**config.mk**
```make
export PLATFORM = sky130hd
export DESIGN_NAME = ifu_fetch_flat
export DESIGN_NICKNAME = d
export VERILOG_FILES = /design/src/rtl/ifu_fetch_if.sv /design/src/rtl/ifu_fetch.sv /design/src/flat_wrapper.sv
export SDC_FILE = /design/constraint.sdc
export NUM_CORES = 1
export LEC_CHECK = 0
export CORE_ASPECT_RATIO = 0.75
export CORE_MARGIN = 2
export CORE_UTILIZATION = 42
export CTS_CLUSTER_SIZE = 28
export DETAILED_ROUTE_END_ITERATION = 10
export PLACE_DENSITY = 0.92
export SLEW_MARGIN = 20
export SYNTH_ARGS = -nofsm -noshare
export SYNTH_HDL_FRONTEND = slang
export SYNTH_SLANG_ARGS = --single-unit
```
**constraint.sdc**
```tcl
create_clock -name clk -period 2.92 [get_ports clk]
set_input_delay 0.292 -clock clk [delete_from_list [all_inputs] [get_ports clk]]
set_output_delay 0.292 -clock clk [all_outputs]
set_load 0.01 [all_outputs]
```
**src/rtl/ifu_fetch_if.sv**
```systemverilog
// Fetch-stage bus: instruction-memory request/response port plus the core-facing instruction port.
// The fetch unit uses the master modport; memory and core models use the slave modport.
interface ifu_fetch_if #(
    parameter int XLEN = 64
);
    logic [XLEN-1:0] pc;
    logic            flush;
    logic            imem_req_valid;
    logic            imem_req_ready;
    logic [XLEN-1:0] imem_req_addr;
    logic            imem_resp_valid;
    logic [31:0]     imem_resp_data;
    logic            imem_resp_err;
    logic            inst_valid;
    logic            inst_ready;
    logic [31:0]     inst;
    logic [XLEN-1:0] inst_pc;
    logic            inst_is_ebreak;
    logic [1:0]      fetch_fault;
    logic [31:0]     fetch_count;

    modport master (
        input  pc, flush, imem_req_ready, imem_resp_valid, imem_resp_data, imem_resp_err,
               inst_ready,
        output imem_req_valid, imem_req_addr, inst_valid, inst, inst_pc, inst_is_ebreak,
               fetch_fault, fetch_count
    );

    modport slave (
        output pc, flush, imem_req_ready, imem_resp_valid, imem_resp_data, imem_resp_err,
               inst_ready,
        input  imem_req_valid, imem_req_addr, inst_valid, inst, inst_pc, inst_is_ebreak,
               fetch_fault, fetch_count
    );
endinterface

```
**src/rtl/ifu_fetch.sv**
```systemverilog
// Instruction fetch stage: one outstanding imem request, holds the fetched word for the core,
// and reports misaligned / memory-error / timeout faults with a retired-fetch counter.
module ifu_fetch #(
    parameter int          XLEN        = 64,
    parameter int          TIMEOUT     = 255,
    parameter logic [31:0] EBREAK_INST = 32'h0010_0073
) (
    input  logic        clk,
    input  logic        rst,
    ifu_fetch_if.master bus
);
    typedef enum logic [2:0] {IDLE, REQ, WAIT, HOLD, DRAIN} state_e;

    localparam logic [1:0]  FAULT_NONE     = 2'd0;
    localparam logic [1:0]  FAULT_MISALIGN = 2'd1;
    localparam logic [1:0]  FAULT_MEMERR   = 2'd2;
    localparam logic [1:0]  FAULT_TIMEOUT  = 2'd3;
    localparam logic [15:0] TMO_LAST       = 16'(TIMEOUT - 1);

    state_e          state_q, state_d;
    logic [31:0]     inst_q, inst_d;
    logic [XLEN-1:0] inst_pc_q, inst_pc_d;
    logic [1:0]      fault_q, fault_d;
    logic [15:0]     tmo_q, tmo_d;
    logic            owed_q, owed_d;
    logic [31:0]     count_q, count_d;
    logic            misaligned;
    logic            req_fire;

    assign misaligned = bus.pc[1:0] != 2'b00;
    assign req_fire   = bus.imem_req_valid && bus.imem_req_ready;

    always_ff @(posedge clk) begin
        if (rst) begin
            state_q   <= IDLE;
            inst_q    <= '0;
            inst_pc_q <= '0;
            fault_q   <= FAULT_NONE;
            tmo_q     <= '0;
            owed_q    <= 1'b0;
            count_q   <= '0;
        end else begin
            state_q   <= state_d;
            inst_q    <= inst_d;
            inst_pc_q <= inst_pc_d;
            fault_q   <= fault_d;
            tmo_q     <= tmo_d;
            owed_q    <= owed_d;
            count_q   <= count_d;
        end
    end

    // owed_q is only ever set in HOLD after a timeout; the late response clears it wherever it lands.
    always_comb begin
        state_d   = state_q;
        inst_d    = inst_q;
        inst_pc_d = inst_pc_q;
        fault_d   = fault_q;
        tmo_d     = tmo_q;
        owed_d    = owed_q && !bus.imem_resp_valid;
        count_d   = count_q;
        case (state_q)
            IDLE: state_d = REQ;
            REQ: begin
                if (req_fire) begin
                    inst_pc_d = bus.pc;
                    tmo_d     = '0;
                    state_d   = bus.flush ? DRAIN : WAIT;
                end else if (!bus.flush && misaligned) begin
                    inst_pc_d = bus.pc;
                    inst_d    = '0;
                    fault_d   = FAULT_MISALIGN;
                    state_d   = HOLD;
                end
            end
            WAIT: begin
                if (bus.flush) begin
                    state_d = bus.imem_resp_valid ? REQ : DRAIN;
                end else if (bus.imem_resp_valid) begin
                    inst_d  = bus.imem_resp_err ? 32'h0 : bus.imem_resp_data;
                    fault_d = bus.imem_resp_err ? FAULT_MEMERR : FAULT_NONE;
                    state_d = HOLD;
                end else if (tmo_q == TMO_LAST) begin
                    inst_d  = '0;
                    fault_d = FAULT_TIMEOUT;
                    owed_d  = 1'b1;
                    state_d = HOLD;
                end else begin
                    tmo_d = tmo_q + 16'd1;
                end
            end
            HOLD: begin
                // Flush wins over inst_ready: the instruction leaves without being counted.
                if (bus.flush || bus.inst_ready) begin
                    state_d = (owed_q && !bus.imem_resp_valid) ? DRAIN : REQ;
                    owed_d  = 1'b0;
                    if (!bus.flush) begin
                        count_d = count_q + 32'd1;
                    end
                end
            end
            DRAIN: begin
                if (bus.imem_resp_valid) begin
                    state_d = REQ;
                end
            end
            default: state_d = IDLE;
        endcase
    end

    always_comb begin
        bus.imem_req_valid = 1'b0;
        bus.imem_req_addr  = '0;
        bus.inst_valid     = 1'b0;
        bus.inst_is_ebreak = 1'b0;
        if (state_q == REQ) begin
            bus.imem_req_valid = !misaligned;
            bus.imem_req_addr  = bus.pc;
        end
        if (state_q == HOLD) begin
            bus.inst_valid     = 1'b1;
            bus.inst_is_ebreak = (fault_q == FAULT_NONE) && (inst_q == EBREAK_INST);
        end
    end

    assign bus.inst        = inst_q;
    assign bus.inst_pc     = inst_pc_q;
    assign bus.fetch_fault = fault_q;
    assign bus.fetch_count = count_q;
endmodule

```
**src/flat_wrapper.sv**
```systemverilog
// flat-port wrapper written by rule: the top's interface ports become plain ports
module ifu_fetch_flat 
#(
    parameter int          XLEN        = 64,
    parameter int          TIMEOUT     = 255,
    parameter logic [31:0] EBREAK_INST = 32'h0010_0073
)
  (clk, rst, bus_pc, bus_flush, bus_imem_req_ready, bus_imem_resp_valid, bus_imem_resp_data, bus_imem_resp_err, bus_inst_ready, bus_imem_req_valid, bus_imem_req_addr, bus_inst_valid, bus_inst, bus_inst_pc, bus_inst_is_ebreak, bus_fetch_fault, bus_fetch_count);
  ifu_fetch_if #(.XLEN(XLEN)) bus_i ();
  input  logic clk;
  input  logic rst;
  input wire logic [$bits(bus_i.pc)-1:0] bus_pc;
  input wire logic [$bits(bus_i.flush)-1:0] bus_flush;
  input wire logic [$bits(bus_i.imem_req_ready)-1:0] bus_imem_req_ready;
  input wire logic [$bits(bus_i.imem_resp_valid)-1:0] bus_imem_resp_valid;
  input wire logic [$bits(bus_i.imem_resp_data)-1:0] bus_imem_resp_data;
  input wire logic [$bits(bus_i.imem_resp_err)-1:0] bus_imem_resp_err;
  input wire logic [$bits(bus_i.inst_ready)-1:0] bus_inst_ready;
  output wire logic [$bits(bus_i.imem_req_valid)-1:0] bus_imem_req_valid;
  output wire logic [$bits(bus_i.imem_req_addr)-1:0] bus_imem_req_addr;
  output wire logic [$bits(bus_i.inst_valid)-1:0] bus_inst_valid;
  output wire logic [$bits(bus_i.inst)-1:0] bus_inst;
  output wire logic [$bits(bus_i.inst_pc)-1:0] bus_inst_pc;
  output wire logic [$bits(bus_i.inst_is_ebreak)-1:0] bus_inst_is_ebreak;
  output wire logic [$bits(bus_i.fetch_fault)-1:0] bus_fetch_fault;
  output wire logic [$bits(bus_i.fetch_count)-1:0] bus_fetch_count;
  assign bus_i.pc = bus_pc;
  assign bus_i.flush = bus_flush;
  assign bus_i.imem_req_ready = bus_imem_req_ready;
  assign bus_i.imem_resp_valid = bus_imem_resp_valid;
  assign bus_i.imem_resp_data = bus_imem_resp_data;
  assign bus_i.imem_resp_err = bus_imem_resp_err;
  assign bus_i.inst_ready = bus_inst_ready;
  assign bus_imem_req_valid = bus_i.imem_req_valid;
  assign bus_imem_req_addr = bus_i.imem_req_addr;
  assign bus_inst_valid = bus_i.inst_valid;
  assign bus_inst = bus_i.inst;
  assign bus_inst_pc = bus_i.inst_pc;
  assign bus_inst_is_ebreak = bus_i.inst_is_ebreak;
  assign bus_fetch_fault = bus_i.fetch_fault;
  assign bus_fetch_count = bus_i.fetch_count;
  ifu_fetch #(.XLEN(XLEN), .TIMEOUT(TIMEOUT), .EBREAK_INST(EBREAK_INST)) u_core (.clk(clk), .rst(rst), .bus(bus_i));
endmodule
```
After elaboration in Yosys (flattened, before gate mapping)
Cells that the tools add are included.
Widths: inputs -> output; s select.
{ "totals": {"ff_bits": 150, "inputBits": 103, "out_inout_bits": 197, "elab_cells": 86} }
{ "op_classes": {"add_sub_neg": 2, "eq_ne": 17, "muxes": 41, "n_bitwise": 1, "n_reduce_logical": 18} }
{ "op_table": {"columns": ["operator", "count"], "rows": [
  ["$mux 32", 6],
  ["$mux 64", 3],
  ["$mux 16", 4],
  ["$pmux 32 s2", 1],
  ["$add 32x1->32 const B", 1],
  ["$eq 32x21->1 const B", 1],
  ["$pmux 16 s2", 1],
  ["$mux 3", 10],
  ["$add 16x1->16 const B", 1],
  ["$eq 16x8->1 const B", 1],
  ["$pmux 3 s5", 1],
  ["$mux 2", 6],
  ["$ne 2x2->1 const B", 5],
  ["$reduce_and 5->1", 2],
  ["$mux 1", 7],
  ["$eq 3x2->1 const B", 2],
  ["$ne 2x1->1 const B", 3],
  ["$reduce_bool 2->1", 3],
  ["$logic_and 1x1->1", 4],
  ["$ne 4x3->1 const B", 1],
  ["$pmux 2 s2", 1],
  ["$reduce_and 4->1", 1],
  ["$eq 3x1->1 const B", 1],
  ["$eq 3x3->1 const B", 1],
  ["other kinds (10)", 12]
]} }

Logic depth before layout (Yosys ltp)
{ "logic_depth": {"word_depth": 6, "depth_mapped": 9, "ltp_nobuf": 7} }

Worst setup path before layout
OpenSTA, ideal clock, no wires.
{ "synth_path": {"path_type": "reg2reg", "start": "reg u_core.tmo_q[0]", "end": "reg u_core.fault_q[1], in the netlist u_core.bus.fetch_fault[1]", "setup_ps": 123, "arrival_ps": 2209, "required_ps": 2797, "setup_slack_ps": 588, "path_stages_with_launch": 9, "path_buffers": 2, "synth_period_minus_slack_ps": 2332, "path_cell_list": "dfxtp_1 inv_1 ha_1 or4b_1 or4_4 buf_6 a21boi_2 buf_6 mux2_1"} }
{ "synth_between": {"elab_chain_cells": 3} }
{ "synth_lines": {"columns": ["element", "line_no", "source"], "rows": [
  ["start, declared", "ifu_fetch.sv:24", "logic [15:0] tmo_q, tmo_d;"],
  ["start signal, assigned", "ifu_fetch.sv:47", "tmo_q <= tmo_d;"],
  ["$eq 16x8->1", "ifu_fetch.sv:83", "end else if (tmo_q == TMO_LAST) begin"],
  ["$ne 3x2->1 (no source line)", null, null],
  ["$reduce_and 5->1 (no source line)", null, null],
  ["end signal, assigned", "ifu_fetch.sv:46", "fault_q <= fault_d;"],
  ["end, declared", "ifu_fetch.sv:23", "logic [1:0] fault_q, fault_d;"]
]} }
Every way passes these cells.
A chain may end at the register's enable or synchronous reset.

Worst setup path in the final report
{ "layout_path": {"start": "reg u_core.state_q[1]", "end": "out bus_inst_is_ebreak"} }
{ "layout_between": {"elab_chain_cells": 2} }
{ "layout_lines": {"columns": ["element", "line_no", "source"], "rows": [
  ["start, declared", "ifu_fetch.sv:20", "state_e state_q, state_d;"],
  ["start signal, assigned", "ifu_fetch.sv:43", "state_q <= state_d;"],
  ["$eq 3x2->1", "ifu_fetch.sv:120", "if (state_q == HOLD) begin"],
  ["$mux 1", "ifu_fetch.sv:120", null],
  ["end, declared", "flat_wrapper.sv:24", "output wire logic [$bits(bus_i.inst_is_ebreak)-1:0] bus_inst_is_ebreak;"]
]} }
Every way passes these cells.

==> flow_summary.toml <==
[placement]
gp_congestion = 0.854
hpwl_mm = 15.9
postPlaceCellArea_um2 = 9950
placed_cells = 1302
io_buffers = 299
post-place-ws_ps = 501

[clocking]
clkSlewWorstSetupHoldPaths_ps = 60
cts-resized-gates = 0
cts.path.max_buffers = 2
clkSinkCount = 150
cts_setup_buffers = 0
clock_latency_ps = 420
cts_buffers = 17
htreeDepth = 4
cts-hold-fix-buffers = 0
ctsRootBufferMaster = "clkbuf_16"
cts_tree = "done"

[finish]
nFillCells = 1200
final_common_cell = "clkdlybuf4s50_1"
finalInstanceArea_um2 = 10500
final_cell_mix = "clkdlybuf4s50_1, nand2_1, dfxtp_1"
drive_above_1_share = 0.0480
fin_util = 0.659
multi_input_area_um2 = 3530
instances_no_fill = 1334
antennaDiodeCount = 0
seq_area_um2 = 3000
fin_nets = 1217
area_growth_pct = 54.3

[floorplan]
floorplan.initialDensity = 0.427
dieArea_um2 = 17300
core_um2 = 16000
fp.dieW_um = 151
die_y_um = 114
pin_count = 300
num_rows = 40

[detailed_routing]
first_pass_iters = 4
vias = 6878
routedWlPerCell_um = 16.6
routed_wl_mm = 22.1
via_per_inst = 5.16
route.detailed.drc = 0
antenna_left = 0
drt_iter0_markers = 498

[setup_path]
path_buf_inv = 1
critPathSlowestCell = "clkdlybuf4s50_1"
critPathKind = "reg -> out"
startpoint_type = "register"
r2r_slack_ps = 480
cp.arrival_ps = 2420
crit_fanout = 13
critPathMaxStageDelay_ps = 590
critical-path-top-delay-family = "simple AND/OR/NAND/NOR gates"
cp.required_ps = 2630
reg2reg_to = "u_core.bus.inst[13]"
path_cells = "and3b_1 > nand4_1 > nor4_1 > clkdlybuf4s50_1"
worstRegToRegCells = 7
cp-end-kind = "primary output"
r2r-start = "u_core.tmo_q[0]"

[synth]
syn_area_per_cell_um2 = 8.16
synth.top_cell.area_share = 0.441
syn_nets = 941
netlist_top_cells_area = "dfxtp_1, nand2_1, and2_1"
synth.distinct_cells = 54
yosys_warnings = 0
synth_flop_cell = "dfxtp_1"
synth_cells = 835
syn_area_um2 = 6810
async_flop_share = 0
ys_seq_area_frac = 0.441
ys_ff_latch = 150
synth.largest_area_cell = "dfxtp_1"
synth-edff-count = 0

[sta]
clock_skew_ps = 9.04
finalHoldViolCount = 0
timing.final.max_slew_violations = 0
setup_tns_ps = 0
whs_ps = 373
post-route-period-util = 0.928
fmax_mhz = 369
max_slew_margin = 0.493
setup_viol = 0
rsz0062_at_grt = "false"
period_needed_ps = 2710
max_slew.worst_pin.slew_ps = 753
fin_ws_ps = 210

[global_route]
grt_pass1_vias = 6449
grt_pass1_wl_mm = 33.6
grt-ovfl-total = 0
grt_max_degree = 72
gr-usage-all-layers = 0.248
antenna_found_initial = 1

[worst_hold_path]
min_from = "rst"
holdCritPathClass = "in -> reg"
holdPathEnd = "u_core.bus.inst_pc[26]"
hold_path_depth = 2

[power_and_ir_drop]
power_density_nw_per_um2 = 517
peakVddDrop_uv = 407
cellLeakagePower_nw = 3.63
finalPower_mw = 5.43

[job]
maxCapViolCount = 0

[outcome]
status = "finished, final reports clean"
==> registers in the layout, indices dropped and copies added, names as in the netlist <==
register / flops
u_core.bus.fetch_count: 32
u_core.bus.fetch_fault: 2
u_core.bus.inst: 32
u_core.bus.inst_pc: 64
u_core.owed_q: 1
u_core.state_q: 3
u_core.tmo_q: 16
==> per-layer routing <==
layer  up-vias  track usage  part of all wire
li1       3354            -                 -
met4         2       0.0903             0.028
met5         -            0           0.00036
met3        49       0.0737             0.084
met1      3192        0.321              0.42
met2       281        0.394              0.47
==> power by group <==
group | switching (mW) | internal, mW | total [mW]
Clock | 0.893 | 1.21 | 2.10
Combinational | 0.541 | 0.613 | 1.15
Sequential | 0.0567 | 2.12 | 2.18
==> cell usage after synthesis (6+ instances only) <==
cell / n
a21oi_1: 80
and2_1: 69
and3_1: 9
and4_1: 6
clkbuf_1: 40
dfxtp_1: 150
inv_1: 8
mux2i_1: 34
nand2_1: 184
nand2b_1: 34
nand3_1: 17
nand4_1: 17
nor2_1: 54
nor3_1: 9
nor4_1: 9
o21ai_0: 11
or3_1: 7
xnor2_1: 9
xor2_1: 27
==> how the worst max path moves through the flow <==
stage                      start                        end  depth (start not counted)  slack, ps
2_1_floorplan    u_core.tmo_q[0]  u_core.bus.fetch_fault[1]                          8        590
3_5_place_dp     u_core.tmo_q[0]         u_core.bus.inst[9]                          7        500
4_1_cts        u_core.state_q[1]         bus_inst_is_ebreak                          4        200
5_1_grt        u_core.state_q[1]         bus_inst_is_ebreak                          4         20
3_3_place_gp           bus_pc[1]     u_core.bus.inst_pc[58]                          8        560
6_report       u_core.state_q[1]         bus_inst_is_ebreak                          4        210
==> worst register-to-register path: cells and delay by family (launching register included) <==
kind                       cells  cell delay (ps)
AOI/OAI and AO/OA              1              220
and+or+nand+nor                2             1090
buffers and inverters          2              330
DFF                            1              350
muxes                          1              250
adders and majority gates      1              140
==> layout make-up <==
class,count,share of cell area
clock buffer,20,0.0425
sequential,150,0.286
multi-input combinational,623,0.336
timing repair buffer,311,0.297
inverter,8,0.00286
tap,210,0.0250
clock inverter,12,0.0115
==> cells by family (layout without fill, tap and decap cells) <==
kind of cell / after synthesis / in the layout / share of synthesized area
multiplexers: 35 / 35 / 0.0516
buffers and inverters: 62 / 351 / 0.0443
flip-flops: 150 / 150 / 0.441
AO/OA/AOI/OAI: 113 / 113 / 0.0929
adder cells (fa/ha/maj): 3 / 3 / 0.00551
AND/OR/NAND/NOR: 436 / 436 / 0.319
XOR/XNOR: 36 / 36 / 0.0463
No activity file was read; power rests on OpenSTA's default activity.
